## src/rtl/breathe_ramp_pkg.sv

```systemverilog
// Shared definitions for the breathing-LED duty ramp: phase encoding and
// default step timing for a 50 MHz system clock.
package breathe_ramp_pkg;

    typedef enum logic [2:0] {
        PH_IDLE    = 3'd0,
        PH_RISE    = 3'd1,
        PH_HOLD_HI = 3'd2,
        PH_FALL    = 3'd3,
        PH_HOLD_LO = 3'd4
    } phase_e;

    // 50 MHz / 50000 = 1 kHz step rate
    localparam int DEFAULT_STEP_DIV = 50000;

    function automatic int max_int(input int a, input int b);
        return (a > b) ? a : b;
    endfunction

endpackage

```

## src/rtl/breathe_ramp_step_prescaler.sv

```systemverilog
// Free-running step prescaler: one-cycle tick every DIV enabled clocks.
// Count and tick freeze while en is low.
module step_prescaler
    import breathe_ramp_pkg::*;
#(
    parameter int DIV = DEFAULT_STEP_DIV
) (
    input  logic clk,
    input  logic rst_n,
    input  logic en,
    output logic tick
);

    localparam int W = (DIV > 1) ? $clog2(DIV) : 1;
    localparam logic [W-1:0] LAST = W'(DIV - 1);

    logic [W-1:0] r_count;

    assign tick = en && (r_count == LAST);

    always_ff @(posedge clk) begin
        if (!rst_n) begin
            r_count <= '0;
        end else if (en) begin
            r_count <= tick ? '0 : r_count + W'(1);
        end
    end

endmodule

```

## src/rtl/breathe_ramp.sv

```systemverilog
// Breathing duty-cycle generator for the pwm compare input: rise, hold high,
// fall, hold low, repeat, one step per prescaler tick.
module breathe_ramp
    import breathe_ramp_pkg::*;
#(
    parameter int CTR_LEN       = 8,
    parameter int STEP_DIV      = DEFAULT_STEP_DIV,
    parameter int HOLD_HI_STEPS = 64,
    parameter int HOLD_LO_STEPS = 32
) (
    input  logic               clk,
    input  logic               rst_n,
    input  logic               en,
    input  logic [CTR_LEN-1:0] min_level,
    input  logic [CTR_LEN-1:0] max_level,
    output logic [CTR_LEN-1:0] value,
    output logic               update,
    output logic [2:0]         phase
);

    localparam int HOLD_W = $clog2(max_int(HOLD_HI_STEPS, HOLD_LO_STEPS)) + 1;
    localparam logic [HOLD_W-1:0] HI_LAST = HOLD_W'(HOLD_HI_STEPS - 1);
    localparam logic [HOLD_W-1:0] LO_LAST = HOLD_W'(HOLD_LO_STEPS - 1);

    phase_e              r_phase;
    logic [CTR_LEN-1:0]  r_value;
    logic                r_update;
    logic [HOLD_W-1:0]   r_hold;
    logic                w_tick;
    logic                w_active;
    logic                w_pre_rst_n;

    // Prescaler sits cleared outside the ramp phases so RISE always starts
    // a full step period after the IDLE load.
    assign w_active = (r_phase == PH_RISE) || (r_phase == PH_HOLD_HI) ||
                      (r_phase == PH_FALL) || (r_phase == PH_HOLD_LO);
    assign w_pre_rst_n = rst_n && w_active;

    step_prescaler #(
        .DIV (STEP_DIV)
    ) u_prescaler (
        .clk   (clk),
        .rst_n (w_pre_rst_n),
        .en    (en),
        .tick  (w_tick)
    );

    always_ff @(posedge clk) begin
        if (!rst_n) begin
            r_phase  <= PH_IDLE;
            r_value  <= '0;
            r_update <= 1'b0;
            r_hold   <= '0;
        end else begin
            r_update <= 1'b0;
            case (r_phase)
                PH_IDLE: begin
                    if (en) begin
                        r_value <= min_level;
                        r_phase <= PH_RISE;
                    end
                end
                PH_RISE: begin
                    if (w_tick) begin
                        if (r_value >= max_level) begin
                            r_phase <= PH_HOLD_HI;
                            r_hold  <= '0;
                        end else begin
                            r_value  <= r_value + CTR_LEN'(1);
                            r_update <= 1'b1;
                        end
                    end
                end
                PH_HOLD_HI: begin
                    if (w_tick) begin
                        if (r_hold == HI_LAST) r_phase <= PH_FALL;
                        else                   r_hold  <= r_hold + HOLD_W'(1);
                    end
                end
                PH_FALL: begin
                    if (w_tick) begin
                        if (r_value <= min_level) begin
                            r_phase <= PH_HOLD_LO;
                            r_hold  <= '0;
                        end else begin
                            r_value  <= r_value - CTR_LEN'(1);
                            r_update <= 1'b1;
                        end
                    end
                end
                PH_HOLD_LO: begin
                    if (w_tick) begin
                        if (r_hold == LO_LAST) r_phase <= PH_RISE;
                        else                   r_hold  <= r_hold + HOLD_W'(1);
                    end
                end
                default: r_phase <= PH_IDLE;
            endcase
        end
    end

    assign value  = r_value;
    assign update = r_update;
    assign phase  = r_phase;

endmodule

```

## config.mk

```make
export PLATFORM = sky130hd
export DESIGN_NAME = breathe_ramp
export DESIGN_NICKNAME = d
export VERILOG_FILES = /design/src/rtl/breathe_ramp_pkg.sv /design/src/rtl/breathe_ramp_step_prescaler.sv /design/src/rtl/breathe_ramp.sv
export SDC_FILE = /design/constraint.sdc
export NUM_CORES = 1
export LEC_CHECK = 0
export BUFFER_PORTS_ARGS = -buffer_cell sky130_fd_sc_hd__buf_2
export CORE_MARGIN = 2
export CORE_UTILIZATION = 45
export DETAILED_ROUTE_END_ITERATION = 10
export GPL_TIMING_DRIVEN = 0
export HOLD_SLACK_MARGIN = 0.1
export PLACE_DENSITY = 0.72
export REMOVE_ABC_BUFFERS = 1
export SLEW_MARGIN = 10
export SYNTH_ARGS = -nofsm -noshare
export SYNTH_HDL_FRONTEND = slang
export SYNTH_SLANG_ARGS = --single-unit
```

## constraint.sdc

```tcl
create_clock -name clk -period 4.3 [get_ports clk]
set_input_delay 0 -clock clk [delete_from_list [all_inputs] [get_ports clk]]
set_output_delay 0 -clock clk [all_outputs]
set_load 0.05 [all_outputs]
```

== Yosys cells after proc, flatten, opt, wreduce, memory -nomap -nowiden ==
Cells that the tools add are included.

* Flip-flop bits (word level): 35
* Bits in latches: 0
* RAM bits: 0
* Bits in read-only memories: 0
* Bits of input ports: 19
* Output and inout bits: 12
* Word-level logic and storage cells: 73
* Memories: 0

* $add $sub $neg: 4
* Multipliers: 0
* Divide/modulo/power cells: 0
* $lt $le $gt $ge: 2
* Equality and inequality tests: 20
* Shifts and indexed selects: 0
* Mux-type cells: 31
* Bitwise operators: 0
* Reductions and logical operators: 11

{| class="wikitable"
|+ Operators by type and width
! operator !! count
|-
| 2-to-1 mux 7 bit || 8
|-
| 2-to-1 mux 8 bit || 5
|-
| case mux 7 bit (4 select lines) || 1
|-
| 2-to-1 mux 3 bit || 9
|-
| case mux 8 bit (3 select lines) || 1
|-
| AND reduction 9 bit || 2
|-
| adder 16 x 1 -> 16 bit, second input constant || 1
|-
| equality test 16 bit, second input constant || 1
|-
| 2-to-1 mux 16 bit || 1
|-
| != test 2 x 1 -> 1 bit, second input constant || 8
|-
| case mux 3 bit (5 select lines) || 1
|-
| != test 2 bit, second input constant || 5
|-
| adder 8 x 1 -> 8 bit, second input constant || 1
|-
| >= comparator 8 bit || 1
|-
| <= comparator 8 bit || 1
|-
| subtractor 8 x 1 -> 8 bit, second input constant || 1
|-
| adder 7 x 1 -> 7 bit, second input constant || 1
|-
| equality test 7 x 5 -> 1 bit, second input constant || 1
|-
| equality test 7 x 6 -> 1 bit, second input constant || 1
|-
| equality test 3 x 2 -> 1 bit, second input constant || 2
|-
| AND reduction 6 bit || 1
|-
| 2-to-1 mux 1 bit || 4
|-
| nonzero test 4 bit || 1
|-
| equality test 3 x 1 -> 1 bit, second input constant || 1
|-
| other kinds (6) || 9
|}

== Logic depth before layout (Yosys ltp) ==
Gate-level depths: netlist (run 1).

* Word-level depth: 5
* Depth in mapped cells: 10
* Gate-level depth less buffers: 10

== Modules after synthesis ==
A second synthesis (run 1) with hierarchy kept.

* Cell total of the unflattened synthesis: 316
* Area, all modules: 2,637.5 um^2

{| class="wikitable"
|+ Modules (own cells, without submodules)
! module !! instances !! cells each !! area an instance (um^2) !! seq. area each (um^2)
|-
| breathe_ramp || 1 || 227 || 1,865.5 || 380.4
|-
| step_prescaler || 1 || 89 || 772.0 || 320.3
|}

== Worst setup path after synthesis (run 1) ==
Ideal clock, no wire load.

* Kind: reg-to-reg
* From: reg r_value[0], in the netlist value[0]
* To: reg r_value[5], in the netlist value[5]
* Setup time: 74 ps
* Arrival time: 2,703 ps
* Data required time: 4,226 ps
* Slack: 1,523 ps
* Cell stages (with the launch flop): 10
* Path buffers: 1
* Period minus slack after synthesis: 2,777 ps
* Path through: dfxtp_1 > inv_1 > ha_1 > nand2b_1 > a2111oi_2 > o41ai_4 > a221oi_4 > buf_4 > o21ai_0 > a31oi_1

* Cells in the longest elaborated chain, start to end: 4
* Elaborated cells between the ends (all ways): 12
* Those cells by class: 2 x add/sub; 2 x order compare; 2 x eq/ne; 5 x mux; 1 x reduce/logical

{| class="wikitable"
|+ Ends and longest elaborated chain
! element !! line !! RTL
|-
| from (decl) || breathe_ramp.sv:26 || <nowiki>logic [CTR_LEN-1:0] r_value;</nowiki>
|-
| from (signal assigned) || breathe_ramp.sv:59 || <nowiki>r_value <= min_level;</nowiki>
|-
| from (signal assigned) || breathe_ramp.sv:69 || <nowiki>r_value <= r_value + CTR_LEN'(1);</nowiki>
|-
| from (signal assigned) || breathe_ramp.sv:86 || <nowiki>r_value <= r_value - CTR_LEN'(1);</nowiki>
|-
| subtractor 8 x 1 -> 8 bit / adder 8 x 1 -> 8 bit (equally long branches) || breathe_ramp.sv:86, breathe_ramp.sv:69 ||
|-
| 2-to-1 mux 8 bit, on equally long branches || breathe_ramp.sv:82, breathe_ramp.sv:65 ||
|-
| 2-to-1 mux 8 bit, on equally long branches || breathe_ramp.sv:81, breathe_ramp.sv:64 ||
|-
| case mux 8 bit (3 select lines) || breathe_ramp.sv:56 || <nowiki>case (r_phase)</nowiki>
|}

Parallel ways exist; a longest one is shown, timed or not. The select of a mux whose other input is x is not followed.
A chain may end at the register's enable or synchronous reset.

== Final worst setup path (run 1) ==
* From: reg r_phase[0], in the netlist phase[0]
* To: reg r_value[5], in the netlist value[5]

* Cells in the longest elaborated chain, start to end: 3
* Elaborated cells between the ends (all ways): 11
* Those cells by class: 7 x eq/ne; 1 x mux; 3 x reduce/logical

{| class="wikitable"
|+ Ends and longest elaborated chain
! element !! line !! RTL
|-
| from (decl) || breathe_ramp.sv:25 || <nowiki>phase_e r_phase;</nowiki>
|-
| from (signal assigned) || breathe_ramp.sv:50 || <nowiki>r_phase <= PH_IDLE;</nowiki>
|-
| from (signal assigned) || breathe_ramp.sv:60 || <nowiki>r_phase <= PH_RISE;</nowiki>
|-
| from (signal assigned) || breathe_ramp.sv:66 || <nowiki>r_phase <= PH_HOLD_HI;</nowiki>
|-
| equality test 3 x 2 -> 1 bit (tied with other cells) || breathe_ramp.sv:56 ||
|-
| != test 2 bit (no source line) (tied with other cells) || n/a ||
|-
| AND reduction 6 bit (no source line) || n/a ||
|}

Parallel ways exist; a longest one is shown, timed or not.

==> metrics.md, run 1 <==
| Metric | Value |
|---|---|
| Later-pin clock latency in the skew report | 0.29 ns |
| Status | finished clean |
| CP bufs+invs | 2 |
| Core footprint | 0.00547 sq mm |
| Worst hold path type | input port to flop |
| Iter 0 DRT Violations | 85 |
| Root buf cell | clkbuf_8 |
| CTS tree | done |
| Initial antenna violation count | 0 |
| Number of gates resized after CTS | 0 |
| Largest fanout on the critical path | 12 |
| CTS Buf Count | 5 |
| # setup viols final | 0 |
| IO Pins | 31 |
| GRT Total Usage | 0.196 |
| Crit path launch | phase[0] |
| Die Y-Extent | ~80 um |
| Crit path time final | 3.39 ns |
| Final worst slack | 0.907 ns |
| WS Path Type | flop to flop |
| Post-DR wirelength/cell | 13.6 um |
| Routability cong. | between 0.8 and 0.9 |
| Clock Pin Slew Worst Setup and Hold Paths | approximately 0.080 ns |
| Worst hold start | min_level[7] |
| Residual DRC | 0 |
| # rows | 27 |
| Seq cells post-synth | 35 |
| # diodes | 0 |
| Worst IR drop on VDD | 237 uV |
| # Post-CTS Setup Buffers | 0 |
| Setup TNS | 0 ns |
| Final worst-path cycle share | 0.789 |
| Storage cell area | ~700 sq um |
| Mapped cell area | about 0.0025 sq mm |
| Global-route wire length before repair | approximately 10000 um |
| Final Util | 0.529 |
| PwrDens | 434 mW/mm^2 |
| Hold slack | 0.164 ns |
| Die X | between 70 and 80 um |
| Async set-reset flop share out of synthesis | 0 |
| Post-synthesis sequential area ratio | 0.278 |
| Port Buffers | 30 |
| Max_slew headroom | 0.434 |
| CP Launch Type | flop |
| Hold Buf Count CTS | 10 |
| TritonCTS Sinks | 35 |
| # Max-Cap Violations | 0 |
| CP max stage delay | 0.55 ns |
| CP Capture Type | flop |
| Number of enable flip-flop cells after synthesis | 0 |
| Total length of routed wires | around 5600 um |
| Vias in the first global route | 2,133 |
| Final-report max-slew violation count | 0 |
| CP required | 4.54 ns |
| Area of the multi-input gates | 0.00169 sq mm |
| Area fraction of the dominant cell type after synthesis | 0.278 |
| Worst path slowest cell | dlygate4sd3_1 |
| Post-Syn Instances | ~300 |
| CP Cell Sequence | nor2b_2 > nand2_1 > inv_1 > ha_1 > a211oi_1 > o21bai_1 > a21oi_1 > xnor2_1 > nand2_1 > a31oi_1 > dlygate4sd3_1 |
| Dpl ws | 1.33 ns |
| Final Hold Violating Endpoints | 0 |
| Top delay family on crit path | buffers and inverters |
| Fill count | 547 |
| Total die area | slightly above 0.006 sq mm |
| Biggest area consumer among synthesized cells | dfxtp_1 |
| Crit path DAT | 3.63 ns |
| Vias per std cell | 5.42 |
| Max Root-Sink Buffers | 2 |
| Fin nets | about 380 |
| Most used cell, CP | nand2_1 |
| R2r startpoint | phase[0] |
| Unique masters post-synth | between 50 and 60 |
| Final ANT Viol Nets | 0 |
| Least-Margin Pin Slew | 0.847 ns |
| Pre-antenna DRT Iters | 4 |
| Largest net degree at the start of global routing | 18 |
| Unrepaired setup endpoints after global routing | no |
| DR vias | roughly 2,200 |
| DP HPWL | approximately 4000 um |
| CTS H-tree lvls | 2 |
| Final Power | about 1.3 mW |
| Max Clock Freq | between 200 and 300 MHz |
| Fraction of layout cells with a size suffix above 1 | 0.144 |
| Synth warn | 0 |
| Pleak | 1.23 nW |
| Layout Skew | 0.00645 ns |
| Ys flop type | dfxtp_1 |
| Global route overflow | 0 |
| Synth area leaders | dfxtp_1 (28%), ha_1 (12%), nor2_1 (4.6%), nand2_1 (3.6%), nand2b_1 (3.5%) |
| Area grow syn2layout | 14.7% |
| Synth Area per Inst | roughly 8.3 sq um |
| Initial Utilization | 0.461 |
-- where the power goes --
| group | switching [mW] | leakage, nW | internal (mW) |
|---|---|---|---|
| Combinational | 0.399 | 0.910 | 0.204 |
| Clock | 0.131 | 0.0402 | 0.113 |
| Sequential | 0.0546 | 0.284 | 0.356 |
-- routing by layer --
metal / up-vias / track usage / wire length [um]
met2: 24 / 0.313 / 2490
met1: 1029 / 0.269 / 2930
met5: - / 0 / 0
li1: 1174 / - / -
met4: 0 / 0.0517 / 48
met3: 4 / 0.0409 / 128
-- cell families after synthesis --
family / Yosys count / synth area share
multiplexers: 2 / 0.00843
AO/OA/AOI/OAI: 76 / 0.220
flip-flops: 35 / 0.278
XOR/XNOR: 17 / 0.0590
adder cells (fa/ha/maj): 25 / 0.127
AND/OR/NAND/NOR: 116 / 0.254
buffers and inverters: 33 / 0.0540
-- stage by stage --
stage | std cells | instance area (sq um)
after floorplan | 292 | 2470
after global placement | 394 | 2710
after detailed placement | 394 | 2710
after CTS | 412 | 2900
after global routing | 412 | 2900
final | 412 | 2900
-- cell usage in the layout, fill, tap and decap left out, types with 5 or more instances in the layout --
master and count:
a21oi_1 17, xor2_1 8, buf_2 30, dfxtp_1 35, xnor2_1 9, o21a_1 7
dlygate4sd3_1 10, nor2_1 31, clkbuf_8 5, ha_1 24, inv_1 21, nand2b_1 14
nand3_1 7, nand2_1 24, nand4_1 5, o21ai_0 13, a211oi_1 5, or4_1 5
-- cell type report --
| cell class | count | area share |
|---|---|---|
| clock buffer | 5 | 0.0238 |
| multi-input combinational | 236 | 0.583 |
| inverter | 21 | 0.0272 |
| sequential | 35 | 0.242 |
| tap | 72 | 0.0311 |
| clock inverter | 3 | 0.00691 |
| timing repair buffer | 40 | 0.0864 |
-- flip-flops by register name, indices dropped and copies added, names as in the netlist --
| name | cells |
|---|---|
| value | 8 |
| r_hold | 7 |
| update | 1 |
| phase | 3 |
| u_prescaler.r_count | 16 |
-- cell usage after synthesis, types with 5 or more instances --
cell type and n:
clkbuf_1 6, xor2_1 8, nand3_1 7, nand2_1 24, xnor2_1 9, a21oi_1 17
dfxtp_1 35, or4_1 5, nand4_1 5, o21ai_0 13, ha_1 24, o21a_1 7
nand2b_1 14, inv_1 21, nor2_1 31, a211oi_1 5
-- final timing paths --
kind / cells after the start / slack, ns / end
min reg2reg: 2 / 0.48 / u_prescaler.r_count[1]
max: 11 / 0.91 / value[5]
max reg2reg: 11 / 0.91 / value[5]
min: 5 / 0.16 / value[7]
-- worst register-to-register path: cells and delay by family (launching register included) --
kind            cells  cell delay [ns]
xor+xnor            1             0.13
simple gates        3             0.62
buf+inv             2             0.89
compound gates      4             0.84
flops               1             0.53
fa+ha+maj           1             0.32
Power figures use the tool's default switching activity.
==> inputs of run 2 (changes only) <==
==> constraint.sdc (replaced) <==
create_clock -name clk -period 3.18 [get_ports clk]
set_input_delay 0 -clock clk [delete_from_list [all_inputs] [get_ports clk]]
set_output_delay 0 -clock clk [all_outputs]
set_load 0.05 [all_outputs]
==> run 2 against run 1 <==
  * Power is 35% higher
  * Clock power rose by 35%
  * Critical path depth fell by 1
  * Die area unchanged
  * Combinational power is 35% higher
  * Routed wire length decreased by 0.21%
  * Sequential share of layout area up 0.052 points
  * Final cell count is 0.24% lower
  * First-iteration DRC count down 2.4%
  * Cell area fell by 0.22%
  * Non-clock buffer count shrank 1
  * Count of clock-buffer cells in the layout unchanged
  * Highest routed layer unchanged
==> metrics.md, run 2 (same netlist as run 1, synthesis figures left out) <==
| Metric | Value |
|---|---|
| Hold slack | 0.172 ns (was 0.164 ns) |
| CTS H-tree lvls | 2 (unchanged) |
| Fin nets | 382 (was 383) |
| Initial antenna violation count | 0 (unchanged) |
| Final Power | 1.69 mW (was 1.26 mW) |
| Iter 0 DRT Violations | 83 (was 85) |
| R2r setup slk | 0.24 ns (was 0.91 ns) |
| Max Clock Freq | 340 MHz (was 295 MHz) |
| Post-DP Area | 0.00271 sq mm (unchanged) |
| Pleak | 1.22 nW (was 1.23 nW) |
| # Max-Cap Violations | 0 (unchanged) |
| Die Y-Extent | 78.9 um (unchanged) |
| CTS tree | done (unchanged) |
| Global-route wire length before repair | 9860 um (was 9920 um) |
| Vias per std cell | 5.47 (was 5.42) |
| WS Path Type | flop to flop (unchanged) |
| Max_slew headroom | 0.452 (was 0.434) |
| Critical R2R Capture | value[7] (was value[5]) |
| Largest fanout on the critical path | 12 (unchanged) |
| CP Cell Sequence | nor2b_2 > nand2_1 > clkinvlp_4 > ha_1 > a211oi_1 > o21ai_0 > a31oi_1 > xnor2_1 > o211ai_1 > o21ai_0 (was nor2b_2 > nand2_1 > inv_1 > ha_1 > a211oi_1 > o21bai_1 > a21oi_1 > xnor2_1 > nand2_1 > a31oi_1 > dlygate4sd3_1) |
| Worst hold path type | input port to flop (unchanged) |
| Final ANT Viol Nets | 0 (unchanged) |
| Cells after DPL | 394 (unchanged) |
| Final-report max-slew violation count | 0 (unchanged) |
| CP Capture Type | flop (unchanged) |
| Max reg flops | 16 (unchanged) |
| Residual DRC | 0 (unchanged) |
| CP bufs+invs | 1 (was 2) |
| Max Root-Sink Buffers | 2 (unchanged) |
| Fill count | 548 (was 547) |
| Pre-antenna DRT Iters | 4 (unchanged) |
| CP max stage delay | 0.53 ns (was 0.55 ns) |
| # Post-CTS Setup Buffers | 0 (unchanged) |
| # diodes | 0 (unchanged) |
| PwrDens | 587 mW/mm^2 (was 434 mW/mm^2) |
| FF-to-FF path depth | 10 (was 11) |
| Root buf cell | clkbuf_8 (unchanged) |
| Least-Margin Pin Slew | 0.820 ns (was 0.847 ns) |
| Post-DR wirelength/cell | 13.6 um (about the same) |
| Final Util | 0.528 (was 0.529) |
| Status | finished clean (unchanged) |
| Top reg by flops | u_prescaler.r_count (unchanged) |
| Clock Pin Slew Worst Setup and Hold Paths | 0.08 ns (about the same) |
| IO Pins | 31 (unchanged) |
| Later-pin clock latency in the skew report | 0.29 ns (about the same) |
| # rows | 27 (unchanged) |
| Hold Path Sink | value[7] (unchanged) |
| Final worst slack | 0.242 ns (was 0.907 ns) |
| Routability cong. | 0.801 (unchanged) |
| DP HPWL | 4010 um (unchanged) |
| Dpl ws | 0.212 ns (was 1.33 ns) |
| Largest net degree at the start of global routing | 18 (unchanged) |
| CTS Buf Count | 5 (unchanged) |
| Setup TNS | 0 ns (unchanged) |
| Area grow syn2layout | 14.5% (was 14.7%) |
| Worst hold start | min_level[7] (unchanged) |
| Total length of routed wires | 5580 um (was 5590 um) |
| Final Hold Violating Endpoints | 0 (unchanged) |
| Global route overflow | 0 (unchanged) |
| Layout Skew | 0.00628 ns (was 0.00645 ns) |
| Storage cell area | 701 sq um (unchanged) |
| Port Buffers | 30 (unchanged) |
| Final worst-path cycle share | 0.924 (was 0.789) |
| Core footprint | 0.00547 sq mm (unchanged) |
| DR vias | 2,249 (was 2,231) |
| Unrepaired setup endpoints after global routing | no (unchanged) |
| CP Launch Type | flop (unchanged) |
| Top delay family on crit path | compound AO/OA/AOI/OAI gates (was buffers and inverters) |
| R2r startpoint | phase[0] (unchanged) |
| TritonCTS Sinks | 35 (unchanged) |
| Initial Utilization | 0.461 (unchanged) |
| Vias in the first global route | 2,120 (was 2,133) |
| Post-route insts no fill | 411 (was 412) |
| Most used cell, CP | o21ai_0 (was nand2_1) |
| Crit path time final | 2.94 ns (was 3.39 ns) |
| Hold path depth | 5 (unchanged) |
| CP required | 3.33 ns (was 4.54 ns) |
| Worst path slowest cell | dfxtp_1 (was dlygate4sd3_1) |
| Final Cell Area | 0.00289 sq mm (was 0.00290 sq mm) |
| Area of the multi-input gates | 0.00169 sq mm (unchanged) |
| Total die area | 0.00622 sq mm (unchanged) |
| Crit path DAT | 3.09 ns (was 3.63 ns) |
| Worst IR drop on VDD | 320 uV (was 237 uV) |
| Most frequent cells in the layout | dfxtp_1 (35), nor2_1 (31), buf_2 (30), nand2_1 (24), ha_1 (24) (unchanged) |
| Die X | 78.9 um (unchanged) |
| GRT Total Usage | 0.194 (was 0.196) |
| Fraction of layout cells with a size suffix above 1 | 0.147 (was 0.144) |
| # setup viols final | 0 (unchanged) |
| Commonest non-fill, non-tap cell in the layout | dfxtp_1 (unchanged) |
| Critical path depth | 10 (was 11) |
==> run 2: cell count changes in the layout (fill, tap and decap cells not counted), sizes merged <==
cell         change
dlygate4sd3      -1
clkinvlp         +1
inv              -1
==> run 2: cell type report <==
cell class                      instances  area share
Inverter                               21      0.0286
Clock buffer                            5      0.0238
Timing Repair Buffer                   39      0.0832
Tap cell                               72      0.0312
Sequential cell                        35       0.243
Clock inverter                          3     0.00693
Multi-Input combinational cell        236       0.584
==> run 2: worst max path at each step <==
stage / start / to
2_1_floorplan: value[0] / value[0]
3_3_place_gp: phase[0] / value[7]
3_5_place_dp: phase[0] / value[7]
4_1_cts: phase[0] / value[7]
5_1_grt: phase[0] / value[7]
6_report: phase[0] / value[7]
==> run 2: timing repair <==
item | 4_1_cts | 5_1_grt
hold buffers | 9 | 0
gates resized for setup | 0 | 1
setup endpoints to repair | 0 | 2
hold endpoints to repair | 14 | 0
==> run 2: layer usage <==
metal,global-route usage,vias to the layer above,part of all wire
met1,0.269,1040,0.52
met2,0.308,35,0.44
met4,0.0517,0,0.0086
met3,0.0409,4,0.031
met5,0,-,0
li1,-,1170,-
==> run 2: worst reg2reg max path: cells and delay by family, from the launching register on <==
kind | cells | cell delay, ns
AO/OA/AOI/OAI | 5 | 1.06
AND/OR/NAND/NOR | 2 | 0.59
flip-flops | 1 | 0.53
adder cells (fa/ha/maj) | 1 | 0.28
buffers and inverters | 1 | 0.25
XOR/XNOR | 1 | 0.08
==> run 2: where the power goes <==
part           internal [mW]  switching, mW  total, mW
logic                  0.272          0.540      0.812
clock network          0.153          0.176      0.328
registers              0.482         0.0736      0.555
